[src/rtl/seg7_scan_driver.sv]
// Multiplexed hex 7-segment scan driver with frame-synchronous double-buffered loads.
// Optional leading-zero suppression is enabled by defining LZ_BLANK_EN.
module seg7_scan_driver #(
   parameter int NUM_DIGITS     = 4,
   parameter int SCAN_DIV       = 50000,
   parameter int BLANK_CYCLES   = 500,
   parameter int SEG_ACTIVE_LOW = 1,
   parameter int AN_ACTIVE_LOW  = 1
) (
   input  logic                    clk,
   input  logic                    rst_n,
   input  logic [4*NUM_DIGITS-1:0] value,
   input  logic [NUM_DIGITS-1:0]   dp_in,
   input  logic [NUM_DIGITS-1:0]   digit_en,
   input  logic                    load,
   output logic [6:0]              seg,
   output logic                    dp,
   output logic [NUM_DIGITS-1:0]   an,
   output logic                    frame_start
);

   localparam int CNT_W = (SCAN_DIV > 1) ? $clog2(SCAN_DIV) : 1;
   localparam int IDX_W = (NUM_DIGITS > 1) ? $clog2(NUM_DIGITS) : 1;
   localparam logic [CNT_W-1:0] CNT_LAST  = CNT_W'(SCAN_DIV - 1);
   localparam logic [CNT_W-1:0] CNT_BLANK = CNT_W'(BLANK_CYCLES);
   localparam logic [IDX_W-1:0] IDX_LAST  = IDX_W'(NUM_DIGITS - 1);
   localparam logic [6:0] SEG_OFF = (SEG_ACTIVE_LOW != 0) ? 7'h7F : 7'h00;
   localparam logic [NUM_DIGITS-1:0] AN_OFF = (AN_ACTIVE_LOW != 0) ? '1 : '0;

   typedef struct packed {
      logic [4*NUM_DIGITS-1:0] value;
      logic [NUM_DIGITS-1:0]   dp;
      logic [NUM_DIGITS-1:0]   en;
   } disp_t;

   function automatic logic [6:0] hex_glyph(input logic [3:0] nib);
      unique case (nib)
         4'h0: hex_glyph = 7'b0111111;
         4'h1: hex_glyph = 7'b0000110;
         4'h2: hex_glyph = 7'b1011011;
         4'h3: hex_glyph = 7'b1001111;
         4'h4: hex_glyph = 7'b1100110;
         4'h5: hex_glyph = 7'b1101101;
         4'h6: hex_glyph = 7'b1111101;
         4'h7: hex_glyph = 7'b0000111;
         4'h8: hex_glyph = 7'b1111111;
         4'h9: hex_glyph = 7'b1101111;
         4'hA: hex_glyph = 7'b1110111;
         4'hB: hex_glyph = 7'b1111100;
         4'hC: hex_glyph = 7'b0111001;
         4'hD: hex_glyph = 7'b1011110;
         4'hE: hex_glyph = 7'b1111001;
         4'hF: hex_glyph = 7'b1110001;
      endcase
   endfunction

   logic [CNT_W-1:0]      cnt_q, cnt_d;
   logic [IDX_W-1:0]      idx_q, idx_d;
   disp_t                 pend_q, pend_d;
   disp_t                 shadow_q, shadow_d;
   logic                  pend_flag_q, pend_flag_d;
   logic [6:0]            seg_q, seg_d;
   logic                  dp_q, dp_d;
   logic [NUM_DIGITS-1:0] an_q, an_d;
   logic                  frame_start_q, frame_start_d;

   logic                  cnt_wrap, boundary;
   logic [NUM_DIGITS-1:0] show_en;
   logic [3:0]            cur_nib;
   logic                  cur_dp, cur_en;
   disp_t                 in_word;

`ifdef LZ_BLANK_EN
   logic [NUM_DIGITS-1:0] lz_mask;
   logic                  zero_above;

   // Digit i is a leading zero when it and every digit above it are zero; digit 0 always shows.
   always_comb begin
      lz_mask    = '0;
      zero_above = 1'b1;
      for (int i = NUM_DIGITS - 1; i > 0; i--) begin
         zero_above = zero_above && (shadow_q.value[4*i +: 4] == 4'h0);
         lz_mask[i] = zero_above;
      end
   end

   assign show_en = shadow_q.en & ~lz_mask;
`else
   assign show_en = shadow_q.en;
`endif

   assign in_word = '{value: value, dp: dp_in, en: digit_en};

   always_comb begin
      // NOTE: every signal gets a default before any branch so no latch is inferred.
      cnt_wrap    = (cnt_q == CNT_LAST);
      boundary    = cnt_wrap && (idx_q == IDX_LAST);
      cnt_d       = cnt_wrap ? '0 : cnt_q + 1'b1;
      idx_d       = idx_q;
      pend_d      = pend_q;
      pend_flag_d = pend_flag_q;
      shadow_d    = shadow_q;

      if (cnt_wrap) begin
         idx_d = (idx_q == IDX_LAST) ? '0 : idx_q + 1'b1;
      end

      // A load coinciding with the boundary bypasses the pending buffer.
      if (boundary) begin
         if (load) begin
            shadow_d = in_word;
         end else if (pend_flag_q) begin
            shadow_d = pend_q;
         end
         pend_flag_d = 1'b0;
      end else if (load) begin
         pend_d      = in_word;
         pend_flag_d = 1'b1;
      end

      cur_nib = '0;
      cur_dp  = 1'b0;
      cur_en  = 1'b0;
      for (int i = 0; i < NUM_DIGITS; i++) begin
         if (idx_q == IDX_W'(i)) begin
            cur_nib = shadow_q.value[4*i +: 4];
            cur_dp  = shadow_q.dp[i];
            cur_en  = show_en[i];
         end
      end

      an_d = AN_OFF;
      for (int i = 0; i < NUM_DIGITS; i++) begin
         if ((idx_q == IDX_W'(i)) && cur_en && (cnt_q >= CNT_BLANK)) begin
            an_d[i] = ~AN_OFF[i];
         end
      end

      seg_d         = hex_glyph(cur_nib) ^ SEG_OFF;
      dp_d          = cur_dp ^ SEG_OFF[0];
      frame_start_d = boundary;
   end

   // NOTE: sequential state uses non-blocking assignments so all flops update together.
   always_ff @(posedge clk or negedge rst_n) begin
      if (!rst_n) begin
         cnt_q         <= '0;
         idx_q         <= '0;
         pend_q        <= '0;
         shadow_q      <= '0;
         pend_flag_q   <= 1'b0;
         seg_q         <= SEG_OFF;
         dp_q          <= SEG_OFF[0];
         an_q          <= AN_OFF;
         frame_start_q <= 1'b0;
      end else begin
         cnt_q         <= cnt_d;
         idx_q         <= idx_d;
         pend_q        <= pend_d;
         shadow_q      <= shadow_d;
         pend_flag_q   <= pend_flag_d;
         seg_q         <= seg_d;
         dp_q          <= dp_d;
         an_q          <= an_d;
         frame_start_q <= frame_start_d;
      end
   end

   assign seg         = seg_q;
   assign dp          = dp_q;
   assign an          = an_q;
   assign frame_start = frame_start_q;

endmodule

[config.mk]
export PLATFORM = sky130hd
export DESIGN_NAME = seg7_scan_driver
export DESIGN_NICKNAME = d
export VERILOG_FILES = /design/src/rtl/seg7_scan_driver.sv
export SDC_FILE = /design/constraint.sdc
export NUM_CORES = 1
export LEC_CHECK = 0
export BUFFER_PORTS_ARGS = -buffer_cell sky130_fd_sc_hd__buf_4
export CAP_MARGIN = 5
export CORE_UTILIZATION = 35
export DETAILED_ROUTE_END_ITERATION = 8
export PLACE_DENSITY_LB_ADDON = 0.08
export SKIP_LAST_GASP = 1
export SLEW_MARGIN = 20
export SYNTH_ARGS = -nofsm -noshare
export SYNTH_HDL_FRONTEND = slang
export SYNTH_SLANG_ARGS = --single-unit
[constraint.sdc]
create_clock -name clk -period 4 [get_ports clk]
set_clock_uncertainty 0.1 [all_clocks]
set_input_delay 0.6 -clock clk [delete_from_list [all_inputs] [get_ports clk]]
set_output_delay 0.6 -clock clk [all_outputs]
set_load 0.02 [all_outputs]
# [Yosys cells after proc, flatten, opt, wreduce, memory -nomap -nowiden]
# Memory sizes are Yosys's and may differ from the RTL's.
# Cells that the tools add are included.
[totals] reg_bits=80 rom_bits=112 input_bits=27 out_inout_bits=13 elab_cells=60 memories=1
[memory_table] name="(no name shown)" words=16 width=7 read_ports=1 rd_ports_with_merged_regs=0 write_ports=0 line_no="37" rtl="unique case (nib)"
[classes] n_addsub=2 n_lt_le_gt_ge=1 n_eq_ne=4 n_mux=22 bitwise_logic=3 n_reduce_logical=14
[op_table] op="2-to-1 mux 24 bit" count=2
[op_table] op="adder 16 x 1 -> 16 bit, second input constant" count=1
[op_table] op="equality test 16 bit, second input constant" count=1
[op_table] op=">= comparator 16 x 9 -> 1 bit, second input constant" count=1
[op_table] op="2-to-1 mux 16 bit" count=1
[op_table] op="2-to-1 mux 4 bit" count=4
[op_table] op="2-to-1 mux 1 bit" count=14
[op_table] op="logical AND 1 bit" count=9
[op_table] op="NOT 7 bit" count=1
[op_table] op="equality test 2 bit, second input constant" count=2
[op_table] op="AND reduction 2 bit" count=2
[op_table] op="nonzero test 2 bit" count=2
[op_table] op="adder 2 x 1 -> 2 bit, second input constant" count=1
[op_table] op="equality test 2 x 1 -> 1 bit, second input constant" count=1
[op_table] op="logical NOT 2 bit" count=1
[op_table] op="2-to-1 mux 2 bit" count=1
[op_table] op="NOT 1 bit" count=2

# [Logic depth before layout (Yosys ltp)]
# Gate-level depths: netlist (run 1).
[logic_depth] word_depth=8 ltp_mapped=11 depth_no_buf=10

# [Worst setup path after synthesis (run 1)]
# No wires, ideal clock.
[synth_path] path_kind="register to register" from="register idx_q[1]" to="register seg_q[4] (netlist: seg[4])" setup_ns=0.079 t_arrival_ns=2.351 required_ns=3.821 slack_ns=1.470 stages_incl_launch_ff=11 n_path_buf=1 synth_period_minus_slack_ns=2.530 path_cell_list="dfrtp_1 -> inv_1 -> ha_1 -> clkbuf_1 -> nor2b_1 -> a22oi_1 -> a221oi_1 -> inv_1 -> ha_1 -> or3_1 -> o21ai_0"
[synth_via] elab_chain_cells=7 elab_cells_between_ends=10 classes_between="eq/ne (3); mux (4); bitwise (1); reduce/logical (1); memory (1)"
[synth_lines] element="start: declaration" line_no="58" rtl="logic [IDX_W-1:0] idx_q, idx_d;"
[synth_lines] element="start signal: assignment" line_no="158" rtl="idx_q <= idx_d;"
[synth_lines] element="logical NOT 2 bit" line_no="125" rtl="if (idx_q == IDX_W'(i)) begin"
[synth_lines] element="2-to-1 mux 4 bit (3 in series)" line_no="125"
[synth_lines] element="2-to-1 mux 4 bit *" line_no="125"
[synth_lines] element="memory (16 x 7 bit) *"
[synth_lines] element="NOT 7 bit (no line) *"
[synth_lines] element="via seg_d[4]" line_no="62" rtl="logic [6:0] seg_q, seg_d;"
[synth_lines] element="end signal: assignment" line_no="162" rtl="seg_q <= seg_d;"
[synth_lines] element="end: declaration" line_no="62"
# The timed path passes the listed nets; every way through them passes the cells marked *.
# A chain may end at the register's enable or synchronous reset.

# [Worst setup path after layout (run 1)]
# Ends and elaborated chain as after synthesis.

==> results.md, run 1 <==
- Io pins: 40
- CTS Sinks: 80
- Final Max Tran Viols: 0
- GRT busiest layer: met2
- Antenna Cells: 0
- Hold WS: 0.180 ns
- Commonest non-fill, non-tap cell in the layout: dfrtp_1
- Gr ovfl total: 0
- Initial Util: 36.7%
- Setup Crit Path Kind: register to register
- DP Area: 4270 sq um
- Setup_tns: 0 ns
- Largest net degree at the start of global routing: 81
- Synth Net Count: 374
- # fillers: 1036
- Insertion delay to the later sink of the worst-skew pair: 0.36 ns
- Routed length per placed instance: 14.5 um
- Max Clk Rate: 0.349 GHz
- Post-Syn Instances: 334
- Async SR Flop Fraction: 100%
- Slew margin rel.: 33.5%
- Yosys warns: 0
- CP cell instances: inv_1 -> ha_1 -> nor2b_1 -> a22oi_1 -> a221oi_1 -> inv_1 -> ha_1 -> or3_1 -> o21ai_0
- R2R depth: 9
- Final setup viols: 0
- Synth cell types: 42
- Vias in the first global route: 2527
- Final Hold Violating Endpoints: 0
- Root Buffer: clkbuf_8
- Status: finished, final reports clean
- Commonest non-fill, non-tap cells in the layout: dfrtp_1 (68), nor2_1 (41), buf_4 (41)
- Post-layout instance area: 4460 sq um
- Max cap viols: 0
- Post-synth EDFFs: 0
- FF+latch count, synth: 80
- Slowest-stage cell, CP: a221oi_1
- Layout cells sized above 1: 27.1%
- Crit Reg-Reg Endpoint: seg[4]
- CTS Buffer Depth: 2
- Initial drt markers: 63
- Total wire length: 7.42 mm
- Row cnt: 37
- Initial antenna violation count: 0
- Met1 Use GR: 18.2%
- Vias/cell: 4.88
- P&R area growth vs syn: 15.7%
- Static Leak: 2.07 nW
- H-tree depth: 3
- Core Area: 10500 sq um
- CTS Buf Count: 9
- PostCTS Resize Cnt: 0
- Clk pin slew, worst setup/hold paths: 0.08 ns
- GPL Wtd Cong: 0.772
- DRC Markers: 0
- CTS tree: built
- Fin crit share: 71.7%
- Vias: 2500
- Largest stage delay on the critical path: 0.60 ns
- Unrepaired setup endpoints after global routing: false
- Setup Buffers After CTS: 0
- DP HPWL: 4.87 mm
- Number of detailed-route iterations in the first pass: 4
- Tot GR Track Use: 14.3%
- GR Util met3: 4.86%
- Slew of the pin with the lowest slew margin: 0.995 ns
- Pwr per Cell Area: 346 nW/um^2
- Critical path launch point type: register
- ANT nets after route: 0
- Ys flop type: dfrtp_1
- Hold_buf cts: 0
- Worst path required time: 4.18 ns
- Avg Cell Area, Syn: 11.5 sq um
- Max FO, Critical Path: 11
- R2r setup slk: 1.13 ns
- Port bufs: 39
- Sequential-to-total area share from yosys stat: 52.3%
- Met2 usage: 22.3%
- Worst Hold Class: primary input to asynchronous set/reset pin
- Global-route wire length before repair: 12.4 mm
- Die area: 11400 sq um
- Layout Nets: 411
- Worst r2r src: idx_q[1]
- Post-synth design cell area: 3860 sq um
- CP Capture Type: register
- Chip Width: 107 um
- Peak VDD IR: 171 uV
- Critical Path AT: 3.05 ns
- Post-route minimum period: 2.87 ns
- Die Y: 107 um
area by class of cell:
class	instances	area (sq um)	share of cell area, %
well taps	136	170	3.81
clock inverters	4	26.3	0.589
multi-input cells	227	1720	38.6
clock buffers	12	165	3.70
repair buffers	42	319	7.15
inverters	11	41.3	0.926
flip-flops and latches	80	2020	45.2
critical path, delay by kind of cell (launching register included):
family / cells / cell delay, ns
buf+inv: 2 / 0.29
simple gates: 2 / 0.66
flops: 1 / 0.38
compound gates: 3 / 0.79
fa+ha+maj: 2 / 0.56
power by group:
part           internal [mW]  leakage (nW)  switching, mW
sequential             0.833          1.00         0.0125
clock                  0.277        0.0988          0.309
combinational         0.0643         0.966         0.0491
metal layers:
metal	wire (um)	part of all wire [%]
met3	302	4.1
met4	141	1.9
met1	3590	48
met5	0	0
met2	3380	46
flip-flops by register name, indices dropped and copies added, names as in the netlist:
register,cells
pend_flag_q,1
pend_q,24
shadow_q,20
seg,7
idx_q,2
show_en,4
dp,1
cnt_q,16
frame_start,1
an,4
through the flow:
step / setup slack, ns / instances / util, % / power, mW
2_1_floorplan: 1.47 / 334 / - / 0.927
3_3_place_gp: 1.36 / 496 / 40.6 / 0.976
3_5_place_dp: 1.19 / 496 / 40.6 / 0.977
4_1_cts: 1.12 / 512 / 42.4 / 1.57
5_1_grt: 0.868 / 512 / 42.4 / 1.61
6_report: 1.13 / 512 / 42.4 / 1.54
cell families (layout without fill, tap and decap cells):
logic type | Yosys count | after routing | share of synthesized area, %
simple gates | 96 | 96 | 12.3
mux | 55 | 55 | 17.0
flops | 80 | 80 | 52.3
fa+ha+maj | 13 | 13 | 4.22
compound gates | 48 | 48 | 7.37
xor+xnor | 15 | 15 | 3.41
buf+inv | 27 | 69 | 3.37
worst max path at each step:
stage / slack [ns] / cells after the start / to / startpoint
4_1_cts: 1.12 / 9 / seg[4] / idx_q[0]
3_5_place_dp: 1.19 / 9 / seg[4] / idx_q[1]
3_3_place_gp: 1.36 / 9 / seg[4] / idx_q[0]
6_report: 1.13 / 9 / seg[4] / idx_q[1]
5_1_grt: 0.87 / 9 / seg[4] / idx_q[1]
2_1_floorplan: 1.47 / 10 / seg[4] / idx_q[1]
synth_stat cells (all sizes together), types with 2 or more instances:
cell	number	area, sq um
dfrtp	68	1700
or2	2	12.5
nor3	4	20.0
o211ai	2	15.0
xnor2	8	70.1
mux2i	31	310
nand2	15	56.3
xor2	7	61.3
nor4	3	25.0
buf	8	58.8
nor3b	2	15.0
clkbuf	8	30.0
nand2b	4	25.0
and3	3	18.8
nor2	42	165
nand3	10	50.1
a21oi	26	130
nor2b	4	25.0
mux2	24	345
ha	13	163
inv	11	41.3
o21ai	6	30.0
o22ai	4	25.0
a221oi	2	17.5
or4	2	22.5
a221o	2	20.0
dfstp	12	315
Note: power is estimated with default switching activity, not from simulation.
==> run 2: changes to the inputs <==
ABC_AREA = 1   (was not set)
clock period = 2.68 ns   (was 4 ns; I/O delays follow)
==> run 2 against run 1 <==
Compared with the run above: cell count increased by 35%; sequential cell count unchanged; synthesized cell count increased by 50%; global-route usage increased by 2.1 points; non-clock buffer count increased by 5; clock power increased by 110%; wire length increased by 21%; first-iteration DRC count increased by 67%; worst setup slack got worse by 0.93 ns; utilization about the same; design area increased by 9.2%.
==> results.md, run 2 <==
- Vias: 3200 (was 2500)
- Ys flop type: dfrtp_1 (unchanged)
- Synth Net Count: 540 (was 374)
- Initial antenna violation count: 0 (unchanged)
- Largest reg by FF count: pend_q (unchanged)
- Synth top area cells: dfrtp_1 (41%), nand2_1 (17%), dfstp_2 (7.6%) (was dfrtp_1 (44%), dfstp_2 (8.2%), mux2i_1 (8.0%))
- Gr ovfl total: 0 (unchanged)
- Root Buffer: clkbuf_16 (was clkbuf_8)
- CTS Buf Count: 9 (unchanged)
- Top Registers: pend_q (24), shadow_q (20), cnt_q (16) (unchanged)
- Unrepaired setup endpoints after global routing: false (unchanged)
- Layout Nets: 581 (was 411)
- Critical Path AT: 2.66 ns (was 3.05 ns)
- Commonest non-fill, non-tap cells in the layout: nand2_1 (186), dfrtp_1 (68), nand3_1 (50) (was dfrtp_1 (68), nor2_1 (41), buf_4 (41))
- Clk pin slew, worst setup/hold paths: 0.06 ns (was 0.08 ns)
- Routed length per placed instance: 13.1 um (was 14.5 um)
- Max cap viols: 0 (unchanged)
- Vias/cell: 4.64 (was 4.88)
- DRC Markers: 0 (unchanged)
- H-tree depth: 3 (unchanged)
- Post-synth EDFFs: 0 (unchanged)
- Max Clk Rate: 0.404 GHz (was 0.349 GHz)
- Initial Util: 36.0% (was 36.7%)
- Row cnt: 39 (was 37)
- Slew margin rel.: 53.6% (was 33.5%)
- GPL Wtd Cong: 0.861 (was 0.772)
- Setup Crit Path Kind: register to register (unchanged)
- Largest net degree at the start of global routing: 45 (was 81)
- FF+latch count, synth: 80 (unchanged)
- Chip Width: 111 um (was 107 um)
- Status: finished, final reports clean (unchanged)
- Tot GR Track Use: 16.4% (was 14.3%)
- Setup Buffers After CTS: 0 (unchanged)
- Number of detailed-route iterations in the first pass: 4 (unchanged)
- DP HPWL: 6.43 mm (was 4.87 mm)
- Avg Cell Area, Syn: 8.26 sq um (was 11.5 sq um)
- P&R area growth vs syn: 18.0% (was 15.7%)
- Final setup viols: 0 (unchanged)
- CP Capture Type: register (unchanged)
- Area leader, netlist: dfrtp_1 (unchanged)
- PostCTS Resize Cnt: 0 (unchanged)
- Final Max Tran Viols: 0 (unchanged)
- Setup slack at placement: 0.224 ns (was 1.19 ns)
- Sequential-to-total area share from yosys stat: 48.8% (was 52.3%)
- Final setup margin: 0.202 ns (was 1.13 ns)
- Setup_tns: 0 ns (unchanged)
- Insertion delay to the later sink of the worst-skew pair: 0.34 ns (was 0.36 ns)
- Die area: 12200 sq um (was 11400 sq um)
- Synth cell types: 27 (was 42)
- Yosys warns: 0 (unchanged)
- Synth top cells by count: nand2_1 (186), dfrtp_1 (68), nand3_1 (50) (was dfrtp_1 (68), nor2_1 (41), mux2i_1 (31))
- Post-synth top area share: 41.2% (was 44.1%)
- Static Leak: 2.54 nW (was 2.07 nW)
- Total wire length: 8.99 mm (was 7.42 mm)
- Die Y: 111 um (was 107 um)
- Global-route wire length before repair: 15.9 mm (was 12.4 mm)
- Count leader, synth: nand2_1 (was dfrtp_1)
- Post-Syn Instances: 500 (was 334)
- ANT nets after route: 0 (unchanged)
- Initial drt markers: 105 (was 63)
- Max FO, Critical Path: 9 (was 11)
- Final Hold Violating Endpoints: 0 (unchanged)
- Max reg flops: 24 (unchanged)
- Core Area: 11500 sq um (was 10500 sq um)
- Peak VDD IR: 356 uV (was 171 uV)
- CTS Sinks: 80 (unchanged)
- Pwr per Cell Area: 566 nW/um^2 (was 346 nW/um^2)
- Async SR Flop Fraction: 100% (unchanged)
- Total power: 2.76 mW (was 1.54 mW)
- Critical path launch point type: register (unchanged)
- Slew of the pin with the lowest slew margin: 0.689 ns (was 0.995 ns)
- Hold WS: 0.198 ns (was 0.180 ns)
- Vias in the first global route: 3230 (was 2527)
- CTS Buffer Depth: 2 (unchanged)
- Post-synth design cell area: 4130 sq um (was 3860 sq um)
- Fin crit share: 92.5% (was 71.7%)
- Worst Hold Class: primary input to register (was primary input to asynchronous set/reset pin)
- Worst path required time: 2.87 ns (was 4.18 ns)
- Antenna Cells: 0 (unchanged)
- Port bufs: 39 (unchanged)
- Commonest non-fill, non-tap cell in the layout: nand2_1 (was dfrtp_1)
- CTS tree: built (unchanged)
- Post-route minimum period: 2.48 ns (was 2.87 ns)
- Io pins: 40 (unchanged)
- Layout cells sized above 1: 20.0% (was 27.1%)
[run 2: cell count changes after synthesis, moves of 8 or more]
cell	previous run	this run
nand2_1	15	186
xnor2_1	8	0
mux2i_1	31	0
mux2_2	4	24
nand3_1	10	50
a21oi_1	26	13
mux2_4	20	0
nor2_1	41	31
inv_1	11	41
o21ai_0	6	17
[run 2: cell families after synthesis]
kind of cell             synth area share, %
AND/OR/NAND/NOR                         29.4
XOR/XNOR                                1.06
flip-flops                              48.8
adder cells (fa/ha/maj)                 3.94
multiplexers                            6.54
buffers and inverters                   6.60
AO/OA/AOI/OAI                           3.64
[run 2: worst paths after layout]
kind / slack, ns / depth (start not counted) / startpoint / end
setup / recovery: 0.20 / 10 / idx_q[0] / seg[1]
hold / removal: 0.20 / 3 / value[2] / pend_q[10]
setup reg to reg: 0.20 / 10 / idx_q[0] / seg[1]
hold reg to reg: 0.37 / 2 / pend_q[1] / pend_q[1]
max in group asynchronous: 1.38 / 3 / rst_n / pend_q[16]
min in group asynchronous: 0.47 / 2 / rst_n / cnt_q[5]
[run 2: final cells by class]
type | count | area [sq um]
tap | 143 | 179
sequential | 80 | 2020
timing repair buffer | 47 | 368
fill | 1165 | 6600
multi-input combinational | 358 | 1840
inverter | 45 | 169
clock buffer | 11 | 243
clock inverter | 5 | 56.3
[run 2: stage by stage]
step / util, % / instances / instance area (sq um)
after floorplan: - / 500 / 4130
after global placement: 39.8 / 672 / 4560
after detailed placement: 39.8 / 672 / 4560
after CTS: 42.5 / 689 / 4870
after global routing: 42.5 / 689 / 4870
final: 42.5 / 689 / 4870
[run 2: what timing repair did]
| item | CTS | global route |
|---|---|---|
| hold buffers | 1 | 0 |
| setup endpoints to repair | 0 | 0 |
| endpoints found under the hold margin | 24 | 0 |
[run 2: worst max-delay path, stage by stage (launching register included)]
cell,delay [ns]
dfrtp_1,0.40
inv_1,0.13
ha_1,0.35
inv_1,0.16
nand3_1,0.12
nand2_1,0.05
o21ai_0,0.26
ha_1,0.34
nand3b_1,0.17
or2_2,0.28
nand2_1,0.06
[run 2: layer usage]
| layer | part of all wire (%) | up-vias | track usage, % | wire length [um] |
|---|---|---|---|---|
| met1 | 50 | 1466 | 22.5 | 4520 |
| met4 | 2.3 | 0 | 6.31 | 210 |
| met2 | 43 | 59 | 24.0 | 3890 |
| met3 | 4.2 | 12 | 5.10 | 375 |
| li1 | - | 1663 | - | - |
| met5 | 0 | - | 0 | 0 |
[run 2: report_power, final]
part	internal, mW	total [mW]	switching [mW]
clock network	0.745	1.24	0.491
registers	1.27	1.29	0.0266
logic	0.103	0.226	0.123
